==> src/rtl/ddr3_axi_req_pkg.sv <==
// Shared constants and types for the DDR3 AXI request sequencer.
// Burst encodings follow AXI4; stride is in 16-bit DDR-word units.
package ddr3_axi_req_pkg;

  typedef enum logic [1:0] {
    BURST_FIXED = 2'b00,
    BURST_INCR  = 2'b01,
    BURST_WRAP  = 2'b10
  } burst_e;

  typedef enum logic {
    S_IDLE = 1'b0,
    S_BUSY = 1'b1
  } seq_state_e;

  localparam int unsigned BL8_STRIDE    = 8;
  localparam int unsigned BEATS_PER_BL8 = 4;

endpackage

==> src/rtl/ddr3_axi_seq.sv <==
// One AXI address channel sequencer: latches an INCR burst and issues one
// BL8 request per four AXI beats to the DDR3 FSM request/ack port.
module ddr3_axi_seq
  import ddr3_axi_req_pkg::*;
#(
  parameter int ADDRS  = 22,
  parameter int REQID  = 4,
  parameter int STRIDE = BL8_STRIDE
) (
  input  logic             clock,
  input  logic             rst_n,
  input  logic             i_valid,
  output logic             o_ready,
  input  logic [REQID-1:0] i_id,
  input  logic [7:0]       i_len,
  input  logic [1:0]       i_burst,
  input  logic [ADDRS:0]   i_addr,
  output logic             o_req,
  input  logic             i_ack,
  output logic             o_lst,
  input  logic             i_err,
  output logic [REQID-1:0] o_tid,
  output logic [ADDRS-1:0] o_adr,
  output logic             o_abort
);

  localparam int LEN_SHIFT = $clog2(BEATS_PER_BL8);

  seq_state_e       r_state, w_nstate;
  logic [5:0]       r_cnt, w_ncnt;
  logic [ADDRS-1:0] r_adr, w_nadr;
  logic [REQID-1:0] r_tid, w_ntid;
  logic             r_abort, w_nabort;
  logic             r_ready;
  logic             w_unused;

  // Byte-address bits below the BL8 boundary never reach the FSM.
  assign w_unused = ^i_addr[3:0];

  always_ff @(posedge clock) begin
    if (!rst_n) begin
      r_state <= S_IDLE;
      r_cnt   <= '0;
      r_adr   <= '0;
      r_tid   <= '0;
      r_abort <= 1'b0;
      r_ready <= 1'b0;
    end else begin
      r_state <= w_nstate;
      r_cnt   <= w_ncnt;
      r_adr   <= w_nadr;
      r_tid   <= w_ntid;
      r_abort <= w_nabort;
      r_ready <= (w_nstate == S_IDLE);
    end
  end

  always_comb begin
    w_nstate = r_state;
    w_ncnt   = r_cnt;
    w_nadr   = r_adr;
    w_ntid   = r_tid;
    w_nabort = 1'b0;
    case (r_state)
      S_IDLE: begin
        if (i_valid && r_ready) begin
          if (i_burst == BURST_INCR) begin
            w_ntid   = i_id;
            w_nadr   = {i_addr[ADDRS:4], 3'b000};
            w_ncnt   = 6'(i_len >> LEN_SHIFT);
            w_nstate = S_BUSY;
          end else begin
            w_nabort = 1'b1;
          end
        end
      end
      S_BUSY: begin
        // Error wins over a simultaneous ack and drops the rest of the burst.
        if (i_err) begin
          w_nabort = 1'b1;
          w_nstate = S_IDLE;
        end else if (i_ack) begin
          if (r_cnt == 6'd0) begin
            w_nstate = S_IDLE;
          end else begin
            w_nadr = r_adr + ADDRS'(STRIDE);
            w_ncnt = r_cnt - 6'd1;
          end
        end
      end
      default: w_nstate = S_IDLE;
    endcase
  end

  assign o_ready = r_ready;
  assign o_req   = (r_state == S_BUSY);
  assign o_lst   = (r_state == S_BUSY) && (r_cnt == 6'd0);
  assign o_tid   = r_tid;
  assign o_adr   = r_adr;
  assign o_abort = r_abort;

endmodule

==> src/rtl/ddr3_axi_req.sv <==
// AXI4 AW/AR to DDR3 FSM request splitter; write and read channels run
// independent copies of the same sequencer.
module ddr3_axi_req
  import ddr3_axi_req_pkg::*;
#(
  parameter int WIDTH = 32,
  parameter int ADDRS = 22,
  parameter int REQID = 4
) (
  input  logic             clock,
  input  logic             rst_n,
  input  logic             axi_awvalid_i,
  output logic             axi_awready_o,
  input  logic [REQID-1:0] axi_awid_i,
  input  logic [7:0]       axi_awlen_i,
  input  logic [1:0]       axi_awburst_i,
  input  logic [ADDRS:0]   axi_awaddr_i,
  input  logic             axi_arvalid_i,
  output logic             axi_arready_o,
  input  logic [REQID-1:0] axi_arid_i,
  input  logic [7:0]       axi_arlen_i,
  input  logic [1:0]       axi_arburst_i,
  input  logic [ADDRS:0]   axi_araddr_i,
  output logic             mem_wrreq_o,
  input  logic             mem_wrack_i,
  output logic             mem_wrlst_o,
  input  logic             mem_wrerr_i,
  output logic [REQID-1:0] mem_wrtid_o,
  output logic [ADDRS-1:0] mem_wradr_o,
  output logic             mem_rdreq_o,
  input  logic             mem_rdack_i,
  output logic             mem_rdlst_o,
  input  logic             mem_rderr_i,
  output logic [REQID-1:0] mem_rdtid_o,
  output logic [ADDRS-1:0] mem_rdadr_o,
  output logic             wr_abort_o,
  output logic             rd_abort_o
);

  // DDR words advanced per BL8: (AXI bytes per beat / 2) * beats per BL8.
  localparam int STRIDE = (WIDTH / 16) * BEATS_PER_BL8;

  ddr3_axi_seq #(.ADDRS(ADDRS), .REQID(REQID), .STRIDE(STRIDE)) u_wr_seq (
    .clock   (clock),
    .rst_n   (rst_n),
    .i_valid (axi_awvalid_i),
    .o_ready (axi_awready_o),
    .i_id    (axi_awid_i),
    .i_len   (axi_awlen_i),
    .i_burst (axi_awburst_i),
    .i_addr  (axi_awaddr_i),
    .o_req   (mem_wrreq_o),
    .i_ack   (mem_wrack_i),
    .o_lst   (mem_wrlst_o),
    .i_err   (mem_wrerr_i),
    .o_tid   (mem_wrtid_o),
    .o_adr   (mem_wradr_o),
    .o_abort (wr_abort_o)
  );

  ddr3_axi_seq #(.ADDRS(ADDRS), .REQID(REQID), .STRIDE(STRIDE)) u_rd_seq (
    .clock   (clock),
    .rst_n   (rst_n),
    .i_valid (axi_arvalid_i),
    .o_ready (axi_arready_o),
    .i_id    (axi_arid_i),
    .i_len   (axi_arlen_i),
    .i_burst (axi_arburst_i),
    .i_addr  (axi_araddr_i),
    .o_req   (mem_rdreq_o),
    .i_ack   (mem_rdack_i),
    .o_lst   (mem_rdlst_o),
    .i_err   (mem_rderr_i),
    .o_tid   (mem_rdtid_o),
    .o_adr   (mem_rdadr_o),
    .o_abort (rd_abort_o)
  );

endmodule

==> config.mk <==
export PLATFORM = sky130hd
export DESIGN_NAME = ddr3_axi_req
export DESIGN_NICKNAME = d
export VERILOG_FILES = /design/src/rtl/ddr3_axi_req_pkg.sv /design/src/rtl/ddr3_axi_seq.sv /design/src/rtl/ddr3_axi_req.sv
export SDC_FILE = /design/constraint.sdc
export NUM_CORES = 1
export LEC_CHECK = 0
export CAP_MARGIN = 20
export CELL_PAD_IN_SITES_DETAIL_PLACEMENT = 1
export CELL_PAD_IN_SITES_GLOBAL_PLACEMENT = 1
export CORE_MARGIN = 2
export CORE_UTILIZATION = 29
export CTS_BUF_LIST = sky130_fd_sc_hd__clkbuf_4
export DETAILED_ROUTE_END_ITERATION = 10
export PLACE_DENSITY_LB_ADDON = 0.1
export SLEW_MARGIN = 10
export SYNTH_ARGS = -nofsm -noshare
export SYNTH_HDL_FRONTEND = slang
export SYNTH_SLANG_ARGS = --single-unit
==> constraint.sdc <==
create_clock -name clock -period 2.2 [get_ports clock]
set_clock_uncertainty 0.1 [all_clocks]
set_input_delay 0.66 -clock clock [delete_from_list [all_inputs] [get_ports clock]]
set_output_delay 0.66 -clock clock [all_outputs]
set_load 0.05 [all_outputs]
==> flow_summary.yaml <==
outcome:
  status: "complete, but fails checks"
  failed_checks: "setup timing"
grt:
  grt_pass1_vias: 4590
  grt_max_degree: 39
  grt_antenna_before_repair: 0
  use_met3: 0.0516
  grt_overflow: 0
  top_usage_layer: "met2"
  track_usage: 0.201
  met1_usage: 0.240
  grt.met2_usage: 0.361
  grt_pass1_wl_um: 22900
min_path:
  whs_path_depth: 2
  holdCritPathClass: "flip-flop to flip-flop"
placement:
  placed_area_mm2: 0.00549
  post-place-ws_ps: -572
  place.gp.congestion: 0.810
  port_buffers: 123
  hpwl_um: 10200
yosys:
  synth_top_area_frac: 0.339
  synth_edf_count: 0
  yosys_register_bits: 64
  synth_area_mm2: 0.00378
  async_flop_share: 0
  syn-instance-count: 489
  yosysTopAreaCell: "dfxtp_1"
  synth_area_per_cell_um2: 7.73
  synth_seq_area_share: 0.339
  synth.top_cells.by_area: "dfxtp_1 (34%), a21oi_1 (6.5%), nand2_1 (5.6%)"
  synthFlopType: "dfxtp_1"
  yosys.cell_types.count: 54
  yosys_warnings: 0
critical_path:
  crit_slowest_cell: "or4b_4"
  r2r_cells: 11
  rrSetupSlack_ps: -40
  cp.depth: 6
  worstSetupPathType: "flip-flop to output pin"
  cp.arrival_ps: 1870
  regToRegStartpoint: "u_rd_seq.r_cnt[1]"
  critPathTopFamily: "simple AND/OR/NAND/NOR gates"
  worst-path-max-fanout: 2
  required_ps: 1440
  r2r-end: "u_rd_seq.o_adr[12]"
  cp-start-kind: "flip-flop"
  cp-startpoint: "u_rd_seq.r_cnt[1]"
  crit_chain: "inv_2 > ha_4 > or4b_4 > nor3_4 > buf_6 > buf_12"
  crit_path_max_incr_delay_ps: 460
  endpoint_kind: "output pin"
  cp_num_buf_inv: 3
  crit_end: "mem_rdlst_o"
drt:
  wl_per_cell_um: 16.6
  dr.first_iter.drc_count: 212
  wirelength_um: 13900
  vias: 4386
  vias_per_cell: 5.22
  ant_nets: 0
  drc: 0
  drt_first_pass_iters: 4
floorplanning:
  initial_core_util: 0.298
  fp.dieW_um: 118
  core_mm2: 0.0127
  rows: 41
  die_height_um: 118
  io-pin-count: 142
  dieArea_mm2: 0.0140
cts:
  cts_tree: "built"
  ctsHoldBuffers: 0
  clockRootBuffer: "clkbuf_4"
  cts_max_level: 3
  clk_pin_slew_ps: 130
  cts_buffers: 9
  cts_sinks: 64
  clkLatencyLatePin_ps: 440
  clockBufferDepth: 2
finish:
  n_antenna_cell: 0
  drive_above_1_share: 0.299
  fill_cells: 1609
  layout.nets: 752
  fin_area_mm2: 0.00584
  areaGrowthSynthToFinish_pct: 54.6
pwr:
  leakagePower_nw: 2.29
  power_mw: 2.62
  vdd_drop_max_v: 0.000240
  powerDensity_mw_per_mm2: 448
sta:
  finalSetupViolCount: 6
  slew_viol_final: 0
  final_hold_viol_count: 0
  clock.fmax_ghz: 0.380
  rsz0062_at_grt: "true"
  finalCritPeriodShare: 1.20
  setup_slack_ps: -434
  min_period_ps: 2630
  fin_setup_tns_ps: -709
job:
  cap_violations: 0
==> placed cells by master, fill, tap and decap left out, drive strengths merged, types with 6 or more instances in the layout <==
master	Yosys	routed
a211oi	9	9
a21oi	49	49
a41oi	7	7
and3	8	8
buf	15	129
clkbuf	24	10
clkdlybuf4s50	0	66
conb	1	6
dfxtp	64	64
ha	6	6
inv	14	14
mux2i	13	13
nand2	56	56
nand3	16	16
nand4	10	10
nor2	48	48
nor2b	6	6
nor3	16	16
o21a	7	7
o21ai	27	27
o221a	8	8
o31ai	7	7
o32ai	7	7
or3	6	6
==> cell usage after synthesis (all sizes together) (8+ instances only) <==
| cell type | n |
|---|---|
| nand4 | 10 |
| o21ai | 27 |
| a21oi | 49 |
| buf | 15 |
| clkbuf | 24 |
| mux2i | 13 |
| and3 | 8 |
| o221a | 8 |
| inv | 14 |
| nand2 | 56 |
| nand3 | 16 |
| dfxtp | 64 |
| nor2 | 48 |
| a211oi | 9 |
| nor3 | 16 |
==> cell families after synthesis <==
kind of cell | synth area share
AO/OA/AOI/OAI | 0.273
adder cells (fa/ha/maj) | 0.0199
buffers and inverters | 0.0679
flip-flops | 0.339
multiplexers | 0.0374
other | 0.000992
AND/OR/NAND/NOR | 0.262
==> routing by layer <==
metal  vias up  routed length, um
li1       2149                  -
met1      2129               5980
met2        99               7230
met3         9                635
met4         0                 90
met5         -                  0
==> area by class of cell <==
type | count | area [um2] | share of cell area
Inverter | 16 | 73.8 | 0.0126
Tap cell | 172 | 215 | 0.0368
Clock inverter | 6 | 36.3 | 0.00621
Clock buffer | 10 | 75.1 | 0.0129
Sequential cell | 64 | 1300 | 0.223
Multi-Input combinational cell | 375 | 2390 | 0.408
Timing Repair Buffer | 198 | 1750 | 0.300
==> sequential cells by signal (all words and copies together) (netlist names), 4 cells and up <==
name,flops
u_wr_seq.r_cnt,6
u_wr_seq.o_tid,4
u_wr_seq.o_adr,19
u_rd_seq.r_cnt,6
u_rd_seq.o_adr,19
u_rd_seq.o_tid,4
==> metrics by stage <==
| stage | util | hold slack, ps | cells |
|---|---|---|---|
| CTS | 0.449 | 413 | 834 |
| global placement | 0.433 | 377 | 811 |
| detailed placement | 0.433 | 391 | 811 |
| floorplan | - | 344 | 494 |
| global route | 0.461 | 444 | 841 |
| finish | 0.461 | 409 | 841 |
==> what timing repair did <==
| action | in CTS | in global routing |
|---|---|---|
| resized for setup | 10 | 25 |
| endpoints found under the setup margin | 17 | 32 |
| buffers inserted | 7 | 9 |
| pin swaps | 3 | 4 |
==> worst register-to-register path, stage by stage (launching register included) <==
cell and delay (ps):
dfxtp_2 350, inv_2 70, ha_4 130, or4b_4 460, nor3_4 170, buf_4 170, buf_6 100, nor3_4 50
buf_4 130, buf_6 120, buf_4 130, a211oi_1 190
==> where the power goes <==
| group | internal (mW) | leakage [nW] | total, mW | switching, mW |
|---|---|---|---|---|
| Clock | 0.237 | 0.0575 | 0.711 | 0.474 |
| Sequential | 1.20 | 0.527 | 1.25 | 0.0453 |
| Combinational | 0.307 | 1.71 | 0.661 | 0.355 |
| Total | 1.74 | 2.29 | 2.62 | 0.874 |
==> worst min-delay path by stage <==
stage | from | end | slack, ps
floorplan | u_rd_seq.r_cnt[1] | u_rd_seq.r_cnt[1] | 340
global placement | u_wr_seq.r_cnt[4] | u_wr_seq.r_cnt[4] | 380
detailed placement | u_rd_seq.o_tid[3] | u_rd_seq.o_tid[3] | 390
CTS | u_rd_seq.r_cnt[5] | u_rd_seq.r_cnt[5] | 410
global route | axi_arvalid_i | u_rd_seq.o_abort | 440
finish | u_rd_seq.o_tid[3] | u_rd_seq.o_tid[3] | 410
(Power assumes the default switching activity.)
==> edit, RTL diff (config.mk and constraints unchanged) <==
`REQID` is set to 4 in 2 places; all go to 8.
--- a/src/rtl/ddr3_axi_seq.sv
+++ b/src/rtl/ddr3_axi_seq.sv
@@ -4,7 +4,7 @@
   import ddr3_axi_req_pkg::*;
 #(
   parameter int ADDRS  = 22,
-  parameter int REQID  = 4,
+  parameter int REQID  = 8,
   parameter int STRIDE = BL8_STRIDE
 ) (
   input  logic             clock,
--- a/src/rtl/ddr3_axi_req.sv
+++ b/src/rtl/ddr3_axi_req.sv
@@ -5,7 +5,7 @@
 #(
   parameter int WIDTH = 32,
   parameter int ADDRS = 22,
-  parameter int REQID = 4
+  parameter int REQID = 8
 ) (
   input  logic             clock,
   input  logic             rst_n,
Ports: changed (resized axi_arid_i, axi_awid_i, mem_rdtid_o and mem_wrtid_o); port bits go from 142 to 158. The function was not compared with the original's and may differ.
==> edit against the unedited design <==
- the flow still finishes with violations (setup timing)
- combinational power increased by 8.8%
- routed wire length increased by 13%
- die area increased by 7.7%
- critical path depth unchanged
- cell area increased by 8.6%
- worst setup slack got worse by 0.068 ns
- sequential cell count increased by 8
- via count increased by 6.7%
- synthesized area increased by 8.0%
- power increased by 18%
- fmax decreased by 2.5%
- hold slack improved by 0.0036 ns
- largest cell class unchanged
==> edit: results (changes against the unedited design) <==
* Outcome: finished with violations (unchanged)
* Failing checks: setup timing (unchanged)
* Total GRT Usage at 0.211 (was 0.201)
* Finish-stage setup viols at 2 (was 6)
* Slowest stage cell, crit path: or4b_4 (unchanged)
* WL met1 at 6.99 mm (was 5.98 mm)
* Post-DP HPWL at 11.3 mm (was 10.2 mm)
* Synth Flop Type: dfxtp_1 (unchanged)
* Mux cell area share after synthesis at 0.0491 (was 0.0374)
* Post-synth cell types at 65 (was 54)
* First-pass GRT wire length at 24.9 mm (was 22.9 mm)
* Vias at 4680 (was 4386)
* Met1 usage at 0.257 (was 0.240)
* M3 GR Usage at 0.0562 (was 0.0516)
* Peak VDD IR at 0.000308 V (was 0.000240 V)
* Post-synthesis sequential area ratio at 0.353 (was 0.339)
* CP Data Arrival Time at 1.94 ns (was 1.87 ns)
* R2R Setup Slk at 0.01 ns (was -0.04 ns)
* Met2 WL at 7.78 mm (was 7.23 mm)
* 1st-iter DRT viols at 178 (was 212)
* Total Wirelength at 15.7 mm (was 13.9 mm)
* P_leak at 2.45 nW (was 2.29 nW)
* Hold slack at 0.413 ns (was 0.409 ns)
* Top post-synthesis cells by count: 72 x dfxtp_1, 51 x nor2_1, 50 x nand2_1 (was 64 x dfxtp_1, 56 x nand2_1, 49 x a21oi_1)
* Switch share at 0.312 (was 0.334)
* Post-Synth Adder-Cell Area at 0.0184 (was 0.0199)
* Post-Place Setup Slack at -0.571 ns (was -0.572 ns)
* Layout fillers at 1620 (was 1609)
* Placed Cells at 854 (was 811)
* DR top layer: met4 (unchanged)
* PortBufs at 139 (was 123)
* Layout cells sized above 1 at 0.267 (was 0.299)
* Post-CTS setup buffer count at 4 (was 7)
* GRT met2 Usage at 0.367 (was 0.361)
* Vias in the first global route at 4900 (was 4590)
* WL met3 at 789 um (was 635 um)
* Fin nets at 791 (was 752)
* Min setup slack post-route at -0.502 ns (was -0.434 ns)
* Syn Area/Cell at 8.02 um^2 (was 7.73 um^2)
* Non-filler cells, final at 880 (was 841)
* RePlAce Congestion at 0.795 (was 0.810)
* Pwr Total at 3.10 mW (was 2.62 mW)
* Clock Latency Late Sink at 0.48 ns (was 0.44 ns)
* Pin count of the biggest net entering global routing at 31 (was 39)
* Area contributors post-synth: dfxtp_1 35%, a21oi_1 5.6%, mux2i_1 4.9% (was dfxtp_1 34%, a21oi_1 6.5%, nand2_1 5.6%)
==> edit: area by class of cell <==
cell class	count	area [um^2]	share of cell area
clock buffers	9	67.6	0.0106
clock inverters	7	86.3	0.0136
inverters	15	61.3	0.00966
multi-input cells	383	2460	0.387
flip-flops and latches	72	1450	0.229
well taps	180	225	0.0355
repair buffers	214	2000	0.315
==> edit: worst paths after layout <==
check                                  startpoint                end  cells past startpoint
worst max-delay path            u_wr_seq.r_cnt[0]        mem_wrlst_o                      6
worst min-delay path            u_rd_seq.r_cnt[2]  u_rd_seq.r_cnt[2]                      2
worst max register to register  u_wr_seq.r_cnt[0]  u_wr_seq.o_adr[7]                      9
worst min register to register  u_rd_seq.r_cnt[2]  u_rd_seq.r_cnt[2]                      2
==> edit: through the flow <==
step / TNS, ns / cell area (um^2)
after floorplan: -3.58 / 4110
after global placement: -17.82 / 5970
after detailed placement: -19.71 / 5970
after CTS: -0.856 / 6190
after global routing: -1.10 / 6340
final: -0.742 / 6340
